$ cat config.mk
export PLATFORM = sky130hd
export DESIGN_NAME = data_cache_ctrl
export DESIGN_NICKNAME = d
export VERILOG_FILES = /design/src/rtl/data_cache_ctrl.sv
export SDC_FILE = /design/constraint.sdc
export NUM_CORES = 2
export LEC_CHECK = 0
export CORE_ASPECT_RATIO = 0.8
export CORE_UTILIZATION = 45
export CTS_CLUSTER_DIAMETER = 150
export DETAILED_ROUTE_END_ITERATION = 10
export PLACE_DENSITY = 0.61
export SYNTH_ARGS = -nofsm -noshare
export SYNTH_HDL_FRONTEND = slang
export SYNTH_SLANG_ARGS = --single-unit
$ cat constraint.sdc
create_clock -name CLK -period 9.1 [get_ports CLK]
set_clock_uncertainty 0.2 [all_clocks]
set_input_delay 1.82 -clock CLK [delete_from_list [all_inputs] [get_ports CLK]]
set_output_delay 1.82 -clock CLK [all_outputs]
set_load 0.05 [all_outputs]
$ cat src/rtl/data_cache_ctrl.sv
`default_nettype none
// ============================================================================
// Module   : data_cache_ctrl
// Purpose  : Direct-mapped, write-through, write-allocate data cache
//            controller for the M pipeline stage. It has 16 lines of 4 words.
//            Hits are resolved combinationally in IDLE. A miss refills the
//            whole line from backing memory, one word read per cycle, and
//            holds hit low for exactly 5 cycles.
// Ports    : CLK, CLR            - clock, synchronous active-high reset
//            MemtoRegM/MemWriteM - load / store request (load wins if both)
//            ALUOutM, WriteDataM - byte address, store data
//            ReadDataM, hit      - load data, access-complete flag
//            mem_rd/mem_wr       - backing read request / write-through store
//            mem_addr/mem_wdata  - shared address, store data
//            mem_rdata           - read data, one cycle after mem_rd
//            hit_count/miss_count (only with CACHE_STATS_EN)
// Config   : `define CACHE_STATS_EN adds saturating hit/miss counters
// Revision : 1.0 - initial release
// ============================================================================
module data_cache_ctrl (
  input  logic        CLK,
  input  logic        CLR,
  input  logic        MemtoRegM,
  input  logic        MemWriteM,
  input  logic [31:0] ALUOutM,
  input  logic [31:0] WriteDataM,
  output logic [31:0] ReadDataM,
  output logic        hit,
  output logic        mem_rd,
  output logic [31:0] mem_addr,
  input  logic [31:0] mem_rdata,
  output logic        mem_wr,
  output logic [31:0] mem_wdata
`ifdef CACHE_STATS_EN
  ,
  output logic [31:0] hit_count,
  output logic [31:0] miss_count
`endif
);

  typedef enum logic [0:0] {IDLE = 1'b0, FILL = 1'b1} state_t;

  state_t      state;
  logic [2:0]  fill_cnt;   // 1..3 issue words 1..3; 4 = final capture cycle
  logic [23:0] fill_tag;
  logic [3:0]  fill_idx;
  logic [15:0] valid;
  logic [23:0] tag_mem  [16];
  logic [31:0] data_mem [16][4];

  logic [23:0] req_tag;
  logic [3:0]  req_idx;
  logic [1:0]  req_off;
  logic        access;
  logic        is_store;
  logic        tag_match;
  logic        in_idle;
  logic        idle_hit;
  logic        idle_miss;
  logic        fill_issue;

  assign req_tag    = ALUOutM[31:8];
  assign req_idx    = ALUOutM[7:4];
  assign req_off    = ALUOutM[3:2];
  assign access     = MemtoRegM | MemWriteM;
  assign is_store   = MemWriteM & ~MemtoRegM;
  assign tag_match  = valid[req_idx] && (tag_mem[req_idx] == req_tag);
  assign in_idle    = (state == IDLE);
  assign idle_hit   = in_idle & access & tag_match;
  assign idle_miss  = in_idle & access & ~tag_match;
  assign fill_issue = (state == FILL) & ~fill_cnt[2];

  always_comb begin
    hit       = in_idle & (~access | tag_match);
    ReadDataM = (idle_hit & MemtoRegM) ? data_mem[req_idx][req_off] : 32'd0;
    mem_wr    = idle_hit & is_store;
    mem_wdata = mem_wr ? WriteDataM : 32'd0;
    mem_rd    = idle_miss | fill_issue;
    mem_addr  = 32'd0;
    if (idle_miss)
      mem_addr = {req_tag, req_idx, 4'b0000};
    else if (fill_issue)
      mem_addr = {fill_tag, fill_idx, fill_cnt[1:0], 2'b00};
    else if (mem_wr)
      mem_addr = ALUOutM;
  end

  // Control state: the refill target is latched at miss detection so that
  // address changes during FILL cannot redirect the refill.
  always_ff @(posedge CLK) begin
    if (CLR) begin
      state    <= IDLE;
      fill_cnt <= 3'd0;
      fill_tag <= 24'd0;
      fill_idx <= 4'd0;
      valid    <= 16'd0;
    end else begin
      case (state)
        IDLE: begin
          if (idle_miss) begin
            state    <= FILL;
            fill_cnt <= 3'd1;
            fill_tag <= req_tag;
            fill_idx <= req_idx;
          end
        end
        FILL: begin
          if (fill_cnt[2]) begin
            state           <= IDLE;
            fill_cnt        <= 3'd0;
            valid[fill_idx] <= 1'b1;
          end else begin
            fill_cnt <= fill_cnt + 3'd1;
          end
        end
        default: state <= IDLE;
      endcase
    end
  end

  // Storage arrays are not reset; validity alone governs hits.
  // In FILL, mem_rdata carries the word issued on the previous cycle,
  // i.e. word (fill_cnt - 1); the 2-bit wrap maps count 4 to word 3.
  always_ff @(posedge CLK) begin
    if (mem_wr)
      data_mem[req_idx][req_off] <= WriteDataM;
    if (state == FILL)
      data_mem[fill_idx][fill_cnt[1:0] - 2'd1] <= mem_rdata;
    if ((state == FILL) && fill_cnt[2])
      tag_mem[fill_idx] <= fill_tag;
  end

`ifdef CACHE_STATS_EN
  always_ff @(posedge CLK) begin
    if (CLR) begin
      hit_count  <= 32'd0;
      miss_count <= 32'd0;
    end else begin
      if (idle_hit && (hit_count != 32'hFFFF_FFFF))
        hit_count <= hit_count + 32'd1;
      if (idle_miss && (miss_count != 32'hFFFF_FFFF))
        miss_count <= miss_count + 32'd1;
    end
  end
`endif

endmodule
`default_nettype wire
Word level (Yosys, flattened, before mapping)
Memory sizes are Yosys's and may differ from the RTL's.
Index checks and enable logic that the tools add are counted.
Operators by class
  $add $sub $neg: 2
  equal/unequal tests: 2
  reduce and logical (&&, ||, !) cells: 8
  order comparisons: 7
  bitwise logic cells: 19
  multiplexer cells: 31
Operators with widths (count)
  $mux W128: 4
  $mux W32: 9
  $demux W32 S2: 2
  $reduce_or A128 Y1: 1
  $bmux W32 S2: 1
  $eq A24 B24 Y1: 1
  $or A16 B16 Y16: 1
  $lt A4 B5 Y1 const B: 2
  $and A1 B1 Y1: 8
  $mux W1: 8
  $ge A3 B3 Y1 const B: 2
  $lt A3 B1 Y1 const B: 2
  $mux W3: 2
  $not A2 Y3: 2
  $pmux W3 S2: 1
  $logic_and A1 B1 Y1: 5
  $not A1 Y1: 5
  $bmux W1 S4: 1
  $demux W1 S4: 1
  $ge A4 B1 Y1 const B: 1
  $mux W4: 1
  $reduce_and A2 Y1: 2
  $add A3 B1 Y3 const B: 1
  $or A1 B1 Y1: 3
  other kinds (3): 3
Word-level totals
  memory bits (writable): 2432
  input bits: 100
  memories kept: 2
  output and inout port bits: 99
  word-level logic and storage cells: 76
  flip-flop bits (word level): 48
Memory list
  data_mem: depth 16, bits a word 128, rd ports 1, clocked after Yosys merged registers in 0, write ports 1, line 49  | logic [31:0] data_mem [16][4];
  tag_mem: depth 16, bits a word 24, rd ports 1, clocked after Yosys merged registers in 0, write ports 1, line 48  | logic [23:0] tag_mem [16];

Depth between registers and ports, before layout
  word-level depth: 9
  mapped depth: 15
  mapped depth without buffers: 9

Least setup slack after synthesis
No wires, ideal clock.
  path kind: input-to-reg
  from: input ALUOutM[4]
  to: memory data_mem[10][64] in the netlist's numbering (enable)
  stages: 13
  path buffers: 4
  arrival: 6.676 ns
  slack: 1.753 ns
  setup time: 0.472 ns
  data required time: 8.428 ns
  cell sequence: buf_6 or2_2 clkbuf_1 o22ai_1 nor2_1 mux2_2 o31a_1 nor4_2 nand4_1 or2_1 buf_2 buf_6 o32ai_1
Between the ends
  word-level cells in the longest chain between the ends: 8
  elaborated cells between the ends (all ways): 11
  classes of those cells: 1 x eq/ne; 6 x mux; 2 x bitwise; 1 x reduce/logical; 1 x memory
RTL lines
  from (decl): line 25  | input logic [31:0] ALUOutM,
  $mem_v2 Z16 W24 / $bmux W1 S4 (equally long branches)
  $eq A24 B24 Y1 / $mux W1 (equally long branches): line 67  | assign tag_match = valid[req_idx] && (tag_mem[req_idx] == req_tag);
  $logic_and A1 B1 Y1: line 67
  $and A1 B1 Y1: line 69  | assign idle_hit = in_idle & access & tag_match;
  $and A1 B1 Y1: line 76  | mem_wr = idle_hit & is_store;
  $mux W1: line 125  | if (mem_wr)
  $mux W128 (not written as such): line 126  | data_mem[req_idx][req_off] <= WriteDataM;
  $mux W128 (no source line)
  to (decl): line 49
Parallel ways exist; a longest one is shown, timed or not. The select of a mux whose other input is x is not followed.

Worst setup path after layout
  from: input ALUOutM[6]
  to: output mem_wdata[11]
Between the ends
  word-level cells in the longest chain between the ends: 6
  elaborated cells between the ends (all ways): 8
  classes of those cells: 1 x eq/ne; 3 x mux; 2 x bitwise; 1 x reduce/logical; 1 x memory
RTL lines
  $mem_v2 Z16 W24 / $bmux W1 S4 (equally long branches)
  $eq A24 B24 Y1 / $mux W1 (equally long branches): line 67
  $logic_and A1 B1 Y1 *: line 67
  $and A1 B1 Y1 *: line 69
  $and A1 B1 Y1 *: line 76
  $mux W32 *: line 77  | mem_wdata = mem_wr ? WriteDataM : 32'd0;
  to (decl): line 33  | output logic [31:0] mem_wdata
Every way passes the cells marked *; elsewhere a longest branch is shown, timed or not. The select of a mux whose other input is x is not followed.

==> report_table.html <==
<table>
<tr><th>Metric</th><th>Value</th></tr>
<tr><th colspan="2">Detailed routing</th></tr>
<tr><td>TritonRoute pass-1 iters</td><td>5</td></tr>
<tr><td>ANT nets after route</td><td>0</td></tr>
<tr><td>DRC violations left</td><td>0</td></tr>
<tr><td>Number of vias per cell</td><td>~6.2</td></tr>
<tr><td>Detail-routed net length per standard cell</td><td>33.5 µm</td></tr>
<tr><td>Via count</td><td>47143</td></tr>
<tr><td>Iteration-0 DRC count of the detailed router</td><td>6245</td></tr>
<tr><td>DRT Wirelength</td><td>255000 µm</td></tr>
<tr><th colspan="2">Worst setup path</th></tr>
<tr><td>Type of element launching the critical path</td><td>input port</td></tr>
<tr><td>Crit path DAT</td><td>6.47 ns</td></tr>
<tr><td>Largest fanout on the critical path</td><td>88</td></tr>
<tr><td>Startpoint-to-endpoint class of the critical path</td><td>input port to output port</td></tr>
<tr><td>Critical Path Sink Type</td><td>output port</td></tr>
<tr><td>Critical Path RT</td><td>7.08 ns</td></tr>
<tr><th colspan="2">Logic synthesis</th></tr>
<tr><td>Synth async-reset ratio</td><td>0%</td></tr>
<tr><td>EDFF count, synth</td><td>around 2400</td></tr>
<tr><td>Cell area after synthesis</td><td>96900 µm²</td></tr>
<tr><td>Sequential element share of the synthesized area</td><td>approximately 76%</td></tr>
<tr><td>Most used DFF post-synth</td><td>sky130_fd_sc_hd__edfxtp_1</td></tr>
<tr><td>Synth Warn #</td><td>0</td></tr>
<tr><td>Number of distinct library cells after synthesis</td><td>77</td></tr>
<tr><td>Synthesized instance count</td><td>4230</td></tr>
<tr><td>Average instance area after synthesis</td><td>22.9 µm²</td></tr>
<tr><td>Synthesized flop and latch total</td><td>2480</td></tr>
<tr><td>Post-Syn Nets</td><td>4334</td></tr>
<tr><th colspan="2">Clocking</th></tr>
<tr><td>Post-CTS setup-driven buffer insertion count</td><td>0</td></tr>
<tr><td>CTS tree</td><td>yes</td></tr>
<tr><td>CTS sink cnt</td><td>2480</td></tr>
<tr><td>Clock buffer depth</td><td>3</td></tr>
<tr><td>Clock Root Buffer</td><td>sky130_fd_sc_hd__clkbuf_16</td></tr>
<tr><td>Post_cts resized</td><td>0</td></tr>
<tr><td>Number of buffers added by the clock tree synthesis step</td><td>230</td></tr>
<tr><td>Clock-pin slew of the registers on the worst-case setup and hold paths</td><td>0.06 ns</td></tr>
<tr><td>H-tree depth</td><td>4</td></tr>
<tr><td>Skew-Pair Late Insertion Delay</td><td>0.89 ns</td></tr>
<tr><td>Count of hold-fix buffers inserted at cts</td><td>0</td></tr>
<tr><th colspan="2">Floorplanning</th></tr>
<tr><td>Die boundary height</td><td>between 400 and 500 µm</td></tr>
<tr><td>Die Area</td><td>217000 µm²</td></tr>
<tr><td>Initial core utilization</td><td>between 40 and 50%</td></tr>
<tr><td>Width of the die</td><td>around 520 µm</td></tr>
<tr><td>Core area</td><td>213000 µm²</td></tr>
<tr><td>Floorplan row count</td><td>151</td></tr>
<tr><td>Number of top-level pins</td><td>199</td></tr>
<tr><th colspan="2">Pwr</th></tr>
<tr><td>Worst vdd rail ir drop</td><td>224 µV</td></tr>
<tr><td>LEAKAGE</td><td>34.4 nW</td></tr>
<tr><td>Pwr Density</td><td>215 nW/µm²</td></tr>
<tr><th colspan="2">Hold path</th></tr>
<tr><td>Hold Path Class</td><td>flip-flop to flip-flop</td></tr>
<tr><th colspan="2">STA</th></tr>
<tr><td>Maximum achievable frequency</td><td>between 100 and 150 MHz</td></tr>
<tr><td>RSZ-0062 raised after global routing</td><td>no</td></tr>
<tr><td>Worst path setup slack after routing</td><td>slightly above 0.6 ns</td></tr>
<tr><td>Hold violation total from the final report</td><td>0</td></tr>
<tr><td>Post-route fraction of the period consumed by the critical path</td><td>between 90% and 100%</td></tr>
<tr><td>Actual transition at the worst max-transition pin</td><td>1.29 ns</td></tr>
<tr><td>Post-Route Setup TNS</td><td>0 ns</td></tr>
<tr><td>Final count of negative-setup-slack endpoints</td><td>0</td></tr>
<tr><td>Min Clock Period, post-route</td><td>8.49 ns</td></tr>
<tr><td>Slew margin rel.</td><td>14.3%</td></tr>
<tr><td>Slew Limit Fails</td><td>0</td></tr>
<tr><th colspan="2">Global route</th></tr>
<tr><td>Number of antenna violations at the first check in global routing</td><td>28</td></tr>
<tr><td>Global-route wire length before repair</td><td>around 360000 µm</td></tr>
<tr><td>Number of global-route vias before repair</td><td>approximately 46000</td></tr>
<tr><td>Largest net degree at the start of global routing</td><td>between 100 and 150</td></tr>
<tr><td>Global route overflow</td><td>0</td></tr>
<tr><td>Global-route usage over all layers</td><td>23.6%</td></tr>
<tr><th colspan="2">Finish</th></tr>
<tr><td>Fraction of final layout cells sized beyond drive strength 1</td><td>29.6%</td></tr>
<tr><td>Commonest non-fill, non-tap cell in the layout</td><td>sky130_fd_sc_hd__edfxtp_1</td></tr>
<tr><td>Sequential cell area</td><td>~74000 µm²</td></tr>
<tr><td>Area delta synth-&gt;final</td><td>15.2%</td></tr>
<tr><td>Number of fill cells in the layout</td><td>16277</td></tr>
<tr><td>Final nets</td><td>4694</td></tr>
<tr><td>Commonest non-fill, non-tap cells in the layout</td><td>sky130_fd_sc_hd__edfxtp_1, sky130_fd_sc_hd__mux4_2, sky130_fd_sc_hd__clkbuf_16</td></tr>
<tr><td>Multi-input logic area</td><td>22700 µm²</td></tr>
<tr><th colspan="2">Place</th></tr>
<tr><td>HPWL Detailed</td><td>146000 µm</td></tr>
<tr><td>I/O Buffers</td><td>~200</td></tr>
<tr><td>Final estimated routing congestion in global placement</td><td>~0.89</td></tr>
<tr><td>Post-Place Worst Slack</td><td>0.654 ns</td></tr>
<tr><th colspan="2">Outcome</th></tr>
<tr><td>Run status</td><td>finished clean</td></tr>
<tr><th colspan="2">Flow run</th></tr>
<tr><td>Max Cap Violations</td><td>0</td></tr>
</table>
metrics by stage:
step / cells / cell area, µm² / total power, mW / hold slack [ns] / utilization [%]
5_1_grt: 7617 / 112000 / 24.6 / 0.298 / 52.4
3_5_place_dp: 7188 / 104000 / 14.7 / 0.261 / 48.9
4_1_cts: 7611 / 112000 / 24.1 / 0.275 / 52.4
3_3_place_gp: 7188 / 104000 / 14.7 / 0.244 / 48.9
6_report: 7620 / 112000 / 24.0 / 0.273 / 52.4
2_1_floorplan: 4230 / 96900 / 14.0 / 0.235 / -
final cells by class:
type	count	share of cell area (%)
Clock buffer	286	5.43
Inverter	13	0.0549
Timing Repair Buffer	374	3.48
Sequential cell	2480	66.3
Multi-Input combinational cell	1491	20.3
Tap cell	2830	3.17
Clock inverter	137	1.26
Antenna cell	9	0.0202
critical path, cell delays in order:
cell	delay, ns
sky130_fd_sc_hd__buf_8	0.53
sky130_fd_sc_hd__buf_4	0.49
sky130_fd_sc_hd__nand2b_1	0.22
sky130_fd_sc_hd__o221ai_1	0.13
sky130_fd_sc_hd__a22oi_1	0.28
sky130_fd_sc_hd__mux2_2	0.38
sky130_fd_sc_hd__a221oi_2	0.33
sky130_fd_sc_hd__and4bb_1	0.26
sky130_fd_sc_hd__nand3_1	0.16
sky130_fd_sc_hd__nor3_2	0.45
sky130_fd_sc_hd__buf_4	0.31
sky130_fd_sc_hd__and2_1	0.15
sky130_fd_sc_hd__clkdlybuf4s50_1	0.80
registers in the layout, summed over array words and instances (netlist names):
signal    flops
fill_cnt      3
fill_tag     24
tag_mem     384
valid        16
data_mem   2048
state         1
fill_idx      4
cells in the mapped netlist, drive strengths merged, types with 7 or more instances:
cell type,instances,area share [%]
nor2b,45,0.29
and2,39,0.25
mux2i,106,1.1
edfxtp,2432,75
mux2,70,0.81
a221oi,11,0.11
buf,103,0.63
o21a,10,0.077
a32o,28,0.29
o21ai,9,0.046
nor2,78,0.30
inv,13,0.050
o22ai,47,0.30
nand2,57,0.22
xnor2,12,0.11
nor3,12,0.062
nand2b,14,0.090
dfxtp,48,0.99
o32ai,11,0.099
clkbuf,143,0.55
nand3,33,0.17
a22oi,27,0.21
xor2,10,0.090
a22o,30,0.27
mux4,707,16
nor4,7,0.052
a21oi,44,0.25
kinds of logic (layout without fill, tap and decap cells):
family                   Yosys count  after routing  synth area share, %
flip-flops                      2480           2480                 76.3
multiplexers                     883            883                 18.3
AND/OR/NAND/NOR                  314            314                 1.68
AO/OA/AOI/OAI                    268            268                 2.16
buffers and inverters            259            810                 1.23
XOR/XNOR                          22             22                0.199
adder cells (fa/ha/maj)            4              4               0.0516
other                              0              9                    0
per-layer routing:
metal	track usage, %	wire length (µm)	vias to the layer above	share of wire, %
li1	-	-	18896	-
met1	36.0	111000	25697	43
met2	35.5	117000	2240	46
met3	4.63	22600	308	8.8
met4	4.94	4760	2	1.9
met5	0	20	-	0.0078
power by group:
part / leakage (nW) / switching (mW) / internal [mW]
sequential: 22.3 / 0.0627 / 12.8
clock: 3.61 / 4.27 / 5.28
combinational: 8.49 / 1.05 / 0.561
total: 34.4 / 5.38 / 18.6
path summary, 6_finish.rpt:
path	from	endpoint	slack, ns	cells after the start
setup / recovery	ALUOutM[6]	mem_wdata[11]	0.61	13
hold / removal	valid[15]	valid[15]	0.27	2
setup reg to reg	tag_mem[9][12]	data_mem[10][40]	3.54	10
hold reg to reg	valid[15]	valid[15]	0.27	2
No activity file was read; power rests on OpenSTA's default activity.
